==> src/rtl/serial_mag_compare_ctrl_if.sv <==
// Control-path interface of the serial magnitude-compare sequencer.
// The calculator control side (master) issues start/abort with operands and
// receives busy/done and the latched compare result.
interface serial_mag_compare_ctrl_if #(
    parameter int NIBBLES = 4
);
    logic                   start;
    logic                   abort;
    logic [4*NIBBLES-1:0]   a;
    logic [4*NIBBLES-1:0]   b;
    logic                   busy;
    logic                   done;
    logic                   lt;
    logic                   gt;
    logic                   eq;
    logic                   err;

    modport master (
        output start, abort, a, b,
        input  busy, done, lt, gt, eq, err
    );

    modport slave (
        input  start, abort, a, b,
        output busy, done, lt, gt, eq, err
    );
endinterface

==> src/rtl/serial_mag_compare_ctrl.sv <==
// Serial magnitude-compare sequencer.
// Drives one external 7485-style 4-bit cascadable comparator over a W-bit
// operand pair, one nibble per clock, least significant nibble first. The
// comparator's result for each nibble is registered and fed back as the
// cascade input of the next nibble, so the final registered cascade value is
// the full-width compare result.
module serial_mag_compare_ctrl #(
    parameter int NIBBLES = 4
) (
    input  logic                         clk,
    input  logic                         rst_n,
    serial_mag_compare_ctrl_if.slave     bus,
    output logic [3:0]                   cmp_a,
    output logic [3:0]                   cmp_b,
    output logic                         cmp_lt_in,
    output logic                         cmp_gt_in,
    output logic                         cmp_eq_in,
    input  logic                         cmp_lt,
    input  logic                         cmp_gt,
    input  logic                         cmp_eq
);

    localparam int W     = 4 * NIBBLES;
    localparam int IDX_W = (NIBBLES > 1) ? $clog2(NIBBLES) : 1;
    localparam logic [IDX_W-1:0] LAST_IDX = IDX_W'(NIBBLES - 1);

    // Cascade encoding is {lt, gt, eq}; "equal so far" is the neutral seed.
    localparam logic [2:0] CASC_EQ = 3'b001;

    typedef enum logic [1:0] {
        S_IDLE = 2'd0,
        S_RUN  = 2'd1,
        S_DONE = 2'd2
    } state_t;

    state_t                     state_q, state_d;
    logic [NIBBLES-1:0][3:0]    a_q, b_q;
    logic [IDX_W-1:0]           idx_q;
    logic [2:0]                 casc_q;
    logic                       err_flag_q;
    logic                       lt_q, gt_q, eq_q, err_q;

    logic                       accept;
    logic [2:0]                 cmp_res;
    logic                       nib_bad;

    assign cmp_res = {cmp_lt, cmp_gt, cmp_eq};

    // A healthy comparator asserts exactly one of its three outputs.
    assign nib_bad = !((cmp_res == 3'b100) || (cmp_res == 3'b010) || (cmp_res == 3'b001));

    // Next-state logic: IDLE -> RUN -> DONE -> IDLE, abort returns RUN to IDLE.
    always_comb begin
        // NOTE: every signal written here gets a default first so no path can
        // leave it unassigned, which would otherwise infer a latch.
        state_d = state_q;
        accept  = 1'b0;
        unique case (state_q)
            S_IDLE: begin
                if (bus.start) begin
                    accept  = 1'b1;
                    state_d = S_RUN;
                end
            end
            S_RUN: begin
                if (bus.abort) begin
                    state_d = S_IDLE;
                end else if (idx_q == LAST_IDX) begin
                    state_d = S_DONE;
                end
            end
            S_DONE: begin
                state_d = S_IDLE;
            end
            default: begin
                state_d = S_IDLE;
            end
        endcase
    end

    // Comparator drive: current nibble and registered cascade while running,
    // neutral values otherwise.
    always_comb begin
        cmp_a     = 4'h0;
        cmp_b     = 4'h0;
        cmp_lt_in = CASC_EQ[2];
        cmp_gt_in = CASC_EQ[1];
        cmp_eq_in = CASC_EQ[0];
        if (state_q == S_RUN) begin
            cmp_a     = a_q[idx_q];
            cmp_b     = b_q[idx_q];
            cmp_lt_in = casc_q[2];
            cmp_gt_in = casc_q[1];
            cmp_eq_in = casc_q[0];
        end
    end

    // State, operand capture, nibble walk, cascade register and result latch.
    always_ff @(posedge clk or negedge rst_n) begin
        if (!rst_n) begin
            state_q    <= S_IDLE;
            a_q        <= '0;
            b_q        <= '0;
            idx_q      <= '0;
            casc_q     <= CASC_EQ;
            err_flag_q <= 1'b0;
            lt_q       <= 1'b0;
            gt_q       <= 1'b0;
            eq_q       <= 1'b0;
            err_q      <= 1'b0;
        end else begin
            // NOTE: non-blocking assignments so every register samples the
            // pre-edge values of the others regardless of statement order.
            state_q <= state_d;
            unique case (state_q)
                S_IDLE: begin
                    if (accept) begin
                        a_q        <= bus.a;
                        b_q        <= bus.b;
                        idx_q      <= '0;
                        casc_q     <= CASC_EQ;
                        err_flag_q <= 1'b0;
                    end
                end
                S_RUN: begin
                    // On abort these updates are harmless: the next accept
                    // reseeds everything and the visible result is untouched.
                    casc_q <= cmp_res;
                    if (nib_bad) begin
                        err_flag_q <= 1'b1;
                    end
                    if (idx_q != LAST_IDX) begin
                        idx_q <= idx_q + 1'b1;
                    end
                end
                S_DONE: begin
                    lt_q  <= casc_q[2];
                    gt_q  <= casc_q[1];
                    eq_q  <= casc_q[0];
                    err_q <= err_flag_q;
                end
                default: begin
                end
            endcase
        end
    end

    assign bus.busy = (state_q == S_RUN);
    assign bus.done = (state_q == S_DONE);
    assign bus.lt   = lt_q;
    assign bus.gt   = gt_q;
    assign bus.eq   = eq_q;
    assign bus.err  = err_q;

endmodule

==> src/flat_wrapper.sv <==
// flat-port wrapper written by rule: the top's interface ports become plain ports
module serial_mag_compare_ctrl_flat 
#(
    parameter int NIBBLES = 4
)
  (clk, rst_n, cmp_a, cmp_b, cmp_lt_in, cmp_gt_in, cmp_eq_in, cmp_lt, cmp_gt, cmp_eq, bus_start, bus_abort, bus_a, bus_b, bus_busy, bus_done, bus_lt, bus_gt, bus_eq, bus_err);
  serial_mag_compare_ctrl_if #(.NIBBLES(NIBBLES)) bus_i ();
  input  logic clk;
  input  logic rst_n;
  output logic [3:0] cmp_a;
  output logic [3:0] cmp_b;
  output logic cmp_lt_in;
  output logic cmp_gt_in;
  output logic cmp_eq_in;
  input  logic cmp_lt;
  input  logic cmp_gt;
  input  logic cmp_eq;
  input wire logic [$bits(bus_i.start)-1:0] bus_start;
  input wire logic [$bits(bus_i.abort)-1:0] bus_abort;
  input wire logic [$bits(bus_i.a)-1:0] bus_a;
  input wire logic [$bits(bus_i.b)-1:0] bus_b;
  output wire logic [$bits(bus_i.busy)-1:0] bus_busy;
  output wire logic [$bits(bus_i.done)-1:0] bus_done;
  output wire logic [$bits(bus_i.lt)-1:0] bus_lt;
  output wire logic [$bits(bus_i.gt)-1:0] bus_gt;
  output wire logic [$bits(bus_i.eq)-1:0] bus_eq;
  output wire logic [$bits(bus_i.err)-1:0] bus_err;
  assign bus_i.start = bus_start;
  assign bus_i.abort = bus_abort;
  assign bus_i.a = bus_a;
  assign bus_i.b = bus_b;
  assign bus_busy = bus_i.busy;
  assign bus_done = bus_i.done;
  assign bus_lt = bus_i.lt;
  assign bus_gt = bus_i.gt;
  assign bus_eq = bus_i.eq;
  assign bus_err = bus_i.err;
  serial_mag_compare_ctrl #(.NIBBLES(NIBBLES)) u_core (.clk(clk), .rst_n(rst_n), .bus(bus_i), .cmp_a(cmp_a), .cmp_b(cmp_b), .cmp_lt_in(cmp_lt_in), .cmp_gt_in(cmp_gt_in), .cmp_eq_in(cmp_eq_in), .cmp_lt(cmp_lt), .cmp_gt(cmp_gt), .cmp_eq(cmp_eq));
endmodule
==> config.mk <==
export PLATFORM = sky130hd
export DESIGN_NAME = serial_mag_compare_ctrl_flat
export DESIGN_NICKNAME = d
export VERILOG_FILES = /design/src/rtl/serial_mag_compare_ctrl_if.sv /design/src/rtl/serial_mag_compare_ctrl.sv /design/src/flat_wrapper.sv
export SDC_FILE = /design/constraint.sdc
export NUM_CORES = 1
export LEC_CHECK = 0
export CAP_MARGIN = 5
export CORE_MARGIN = 2
export CORE_UTILIZATION = 35
export DETAILED_ROUTE_END_ITERATION = 10
export PLACE_DENSITY = 0.73
export SYNTH_ARGS = -nofsm -noshare
export SYNTH_HDL_FRONTEND = slang
export SYNTH_SLANG_ARGS = --single-unit
==> constraint.sdc <==
create_clock -name clk -period 2.7 [get_ports clk]
set_input_delay 0.675 -clock clk [delete_from_list [all_inputs] [get_ports clk]]
set_output_delay 0.675 -clock clk [all_outputs]
set_load 0.005 [all_outputs]
Word level (Yosys, flattened, before mapping)
Index checks and enable logic that the tools add are counted.
{"block": "totals", "ff_bits": 44, "latch_bits": 0, "ram_bits": 0, "romBits": 0, "inputBits": 39, "out_inout_bits": 17, "word_cells": 62, "mem_count": 0}
{"block": "op_classes", "add_sub_neg": 1, "n_mul": 0, "n_div": 0, "magnitude_cmp": 1, "eq_ne": 12, "shift": 0, "mux": 23, "bitwise_logic": 0, "n_reduce_logical": 9}
{"cell": "4-bit binary-select mux with 2-bit select", "n": 2}
{"cell": "4-bit two-way mux", "n": 4}
{"cell": "2-bit two-way mux", "n": 5}
{"cell": "2-bit one-hot mux with 2 select lines", "n": 2}
{"cell": "1-bit two-way mux", "n": 7}
{"cell": "2-bit != test (second input constant)", "n": 3}
{"cell": "3-bit one-hot mux with 2 select lines", "n": 1}
{"cell": "2-bit AND reduction", "n": 3}
{"cell": "3-bit AND reduction", "n": 2}
{"cell": "2-bit equality test (second input constant)", "n": 2}
{"cell": "2-bit by 1-bit != test with 1-bit output (second input constant)", "n": 2}
{"cell": "3-bit by 1-bit equality test with 1-bit output (second input constant)", "n": 1}
{"cell": "3-bit by 2-bit equality test with 1-bit output (second input constant)", "n": 1}
{"cell": "3-bit equality test (second input constant)", "n": 1}
{"cell": "2-bit by 3-bit less-than comparator with 1-bit output (second input constant)", "n": 1}
{"cell": "3-bit two-way mux", "n": 1}
{"cell": "3-bit by 2-bit != test with 1-bit output (second input constant)", "n": 1}
{"cell": "2-bit by 1-bit adder with 2-bit output (second input constant)", "n": 1}
{"cell": "2-bit by 1-bit equality test with 1-bit output (second input constant)", "n": 1}
{"cell": "2-bit zero test", "n": 1}
{"cell": "1-bit logical OR", "n": 2}
{"cell": "1-bit one-hot mux with 2 select lines", "n": 1}
{"cell": "2-bit nonzero test", "n": 1}

Depth between registers and ports, before layout
{"block": "depth", "depth_word": 5, "mapped_depth": 5, "ltp_nobuf": 4}

Worst setup path after synthesis
Ideal clock, no wire load.
{"block": "synth_timing", "path_kind": "flip-flop to output port", "start": "reg u_core.idx_q[0]", "end": "out cmp_a[0]", "arrival_time_ns": 1.154, "required_time_ns": 2.025, "setup_slack_ns": 0.871, "path_stages_with_launch": 4, "n_path_buf": 1, "path_cell_list": "dfrtp_1 -> buf_6 -> mux4_2 -> and2_1"}
{"block": "synth_between", "elab_chain_len": 3}
{"element": "start: declaration", "line_no": "serial_mag_compare_ctrl.sv:38", "text": "logic [IDX_W-1:0] idx_q;"}
{"element": "start signal: assignment", "line_no": "serial_mag_compare_ctrl.sv:133", "text": "idx_q <= idx_q + 1'b1;"}
{"element": "4-bit binary-select mux with 2-bit select", "line_no": "serial_mag_compare_ctrl.sv:90", "text": "cmp_a = a_q[idx_q];"}
{"element": "4-bit two-way mux (implied by the code)", "line_no": "serial_mag_compare_ctrl.sv:90"}
{"element": "4-bit two-way mux", "line_no": "serial_mag_compare_ctrl.sv:89", "text": "if (state_q == S_RUN) begin"}
{"element": "end: declaration", "line_no": "flat_wrapper.sv:10", "text": "output logic [3:0] cmp_a;"}
No other way between the ends. The select of a mux whose other input is x is not followed.

Worst setup path after layout
{"block": "layout_timing", "start": "reg u_core.idx_q[0]", "end": "out cmp_b[1]"}
{"block": "layout_between", "elab_chain_len": 3}
{"element": "4-bit binary-select mux with 2-bit select", "line_no": "serial_mag_compare_ctrl.sv:91", "text": "cmp_b = b_q[idx_q];"}
{"element": "4-bit two-way mux (implied by the code)", "line_no": "serial_mag_compare_ctrl.sv:91"}
{"element": "4-bit two-way mux", "line_no": "serial_mag_compare_ctrl.sv:89"}
{"element": "end: declaration", "line_no": "flat_wrapper.sv:11", "text": "output logic [3:0] cmp_b;"}
No other way between the ends. The select of a mux whose other input is x is not followed.

==> out/results.ini <==
[logic_synthesis]
ys_ff_latch=44
yosysMostFrequentCell=nand2_1
synth_warnings=0
ys_types=22
synth_area_leaders=dfrtp_1 53%, nand2_1 19%, mux4_2 8.9%, and2_1 3.1%, mux2_2 2.8%
synth_edf_count=0
synth_top_area_frac=0.5342
async_reset_ff_frac=1.000
syn_inst=199
synth_largest_area_cell=dfrtp_1
ys.flop_type=dfrtp_1
syn-num-nets=239
yosysSeqAreaShare=0.5472
yosys-top-cells-count=102 x nand2_1, 43 x dfrtp_1, 10 x and2_1, 8 x mux4_2, 5 x mux2_2
syn_area_um2=2014
synth_area_per_cell_um2=10.12

[sta]
hold_violations=0
slew_headroom=0.6974
final-setup-viol-count=0
fmax_mhz=383.7
rsz0062_at_grt=no
fin_ws_ns=0.09349
worst_pin_slew_ns=0.4539
setup-tns-final_ns=0
final_max_slew_viol_count=0
fin_worst_skew_ns=0.004623
min_period_over_period=0.9654
hold_slack_ns=0.2226
period_minus_slack_ns=2.607

[critical_path]
worst_ep_arrival_time_ns=1.93
cp_max_fo=8
critical_path_class=flop to output port
crit_start=u_core.idx_q[0]$_DFFE_PN0P_
end_kind=output port
start_kind=flop
timing.rr.start=u_core.idx_q[1]$_DFFE_PN0P_
crit_required_ns=2.03

[floorplanning]
die_w_um=79.87
die-height_um=79.87
die_area_um2=6378
core_um2=5540
initial_core_util=0.3636
ios=56
row_count=27

[route]
wl_um=4065
drt_iter0_markers=62
routedWlPerCell_um=12.17
drc_errors=0
vias=1521
firstDrtPassIters=4
routed_via_density=4.554
ant_nets=0

[cells_and_area]
areaGrowthSynthToFinish_pct=36.09
final_core_util=0.4948
antenna_cells=0
fin_area_um2=2741
drive_gt1_frac=0.1374
finish.net_count=302

[global_route]
antenna_found_initial=0
grt-ovfl-total=0
grt_pass1_wl_um=6969
grt_pass1_vias=1528
grtUsageTotal=0.1423
grt_max_degree=24

[clocking]
cts_tree=done
root_buffer=clkbuf_8
cts.clk_slew.worst_paths_ns=0.08
cts_buffers=5
postCtsHoldBufs=0
insertion_delay_ns=0.29
clk_path_buf_depth=2
cts.sinks=44
htree_levels=2

[worst_hold_path]
worst_hold_path_type=primary input to async pin

[placement]
place_ws_ns=0.3219
place_hpwl_um=3021
place_area_um2=2644
io_buffer_count=55
gp_congestion=0.7355

[power_and_ir_drop]
pwr_density_cell_nw_per_um2=931.3
cellLeakagePower_nw=1.314
ir_drop_uv=387.3

[run]
drv_cap=0

[outcome]
status=completed

## worst paths after layout
path	end	slack, ns	cells after the start
max	cmp_b[1]	0.09	4
min	u_core.bus.lt$_DFFE_PN0P_	0.22	1
max reg2reg	u_core.idx_q[0]$_DFFE_PN0P_	1.03	4
min reg2reg	u_core.a_q[10]$_DFFE_PN0P_	0.47	2
max in group asynchronous	u_core.idx_q[0]$_DFFE_PN0P_	1.97	2
min in group clk	u_core.a_q[10]$_DFFE_PN0P_	0.47	2
## stage by stage
stage / power, W / std cells
final: 0.002553 / 334
after global routing: 0.002766 / 334
after CTS: 0.002564 / 332
after detailed placement: 0.002178 / 325
after global placement: 0.002148 / 325
after floorplan: 0.001744 / 199
## flip-flops by register name (all words and copies together) (netlist names)
signal             cells
u_core.idx_q           2
u_core.bus.err         1
u_core.casc_q          3
u_core.a_q            16
u_core.bus.eq          1
u_core.b_q            16
u_core.err_flag_q      1
u_core.bus.gt          1
u_core.bus.lt          1
u_core.state_q         2
## power by group
group / total [W] / leakage (nW) / switching (W) / internal (W)
Clock: 0.000385 / 0.0410 / 0.000209 / 0.000176
Sequential: 0.00111 / 0.543 / 0.000173 / 0.000941
Combinational: 0.00105 / 0.730 / 0.000407 / 0.000648
Total: 0.00255 / 1.31 / 0.000789 / 0.00176
## timing repair
item,in CTS,in global routing
gates resized for setup,1,2
setup buffers,0,2
pin swaps,0,0
endpoints found under the setup margin,2,7
## critical path, cell delays in order (launching register included)
cell	delay (ns)
dfrtp_2	0.40
buf_12	0.15
mux4_2	0.48
and2_1	0.17
clkdlybuf4s50_1	0.45
## layout make-up
type,count,area [um^2]
fill,550,2799
sequential,44,1105
multi-input combinational,143,820.8
timing repair buffer,66,640.6
tap,72,90.09
clock buffer,6,72.57
inverter,2,7.507
clock inverter,1,5.005
## kinds of logic (layout without fill, tap and decap cells)
group           after synthesis  in the layout  synth area share
xor+xnor                      1              1          0.004349
fa+ha+maj                     1              1          0.006210
mux                          13             13            0.1174
compound gates                6              6           0.01988
flops                        44             44            0.5472
simple gates                122            122            0.2553
buf+inv                      12             75           0.04969
## routing by layer
| metal | wire (um) | up-vias | part of all wire | GRT usage |
|---|---|---|---|---|
| li1 | - | 763 | - | - |
| met1 | 1910 | 710 | 0.47 | 0.1853 |
| met2 | 1848 | 43 | 0.45 | 0.2319 |
| met3 | 267 | 5 | 0.066 | 0.04638 |
| met4 | 39 | 0 | 0.0096 | 0.03220 |
| met5 | 0 | - | 0 | 0 |
## layout by cell type, fill, tap and decap left out
| cell | n |
|---|---|
| nor3b_4 | 1 |
| mux2_2 | 5 |
| clkdlybuf4s50_1 | 54 |
| clkinv_2 | 1 |
| dfrtp_2 | 2 |
| ha_1 | 1 |
| inv_1 | 2 |
| dfrtp_1 | 41 |
| buf_4 | 10 |
| xor2_1 | 1 |
| nor2_1 | 1 |
| clkbuf_1 | 1 |
| clkbuf_8 | 5 |
| and2_1 | 10 |
| mux4_2 | 8 |
| nand3_1 | 2 |
| or3b_1 | 1 |
| o21ai_0 | 3 |
| nand2b_2 | 1 |
| a22o_1 | 2 |
| dfstp_2 | 1 |
| nand2_1 | 102 |
| nand2b_1 | 2 |
| o31ai_1 | 1 |
| buf_2 | 1 |
| buf_12 | 1 |
| nor3b_1 | 2 |
(Power assumes the default switching activity.)
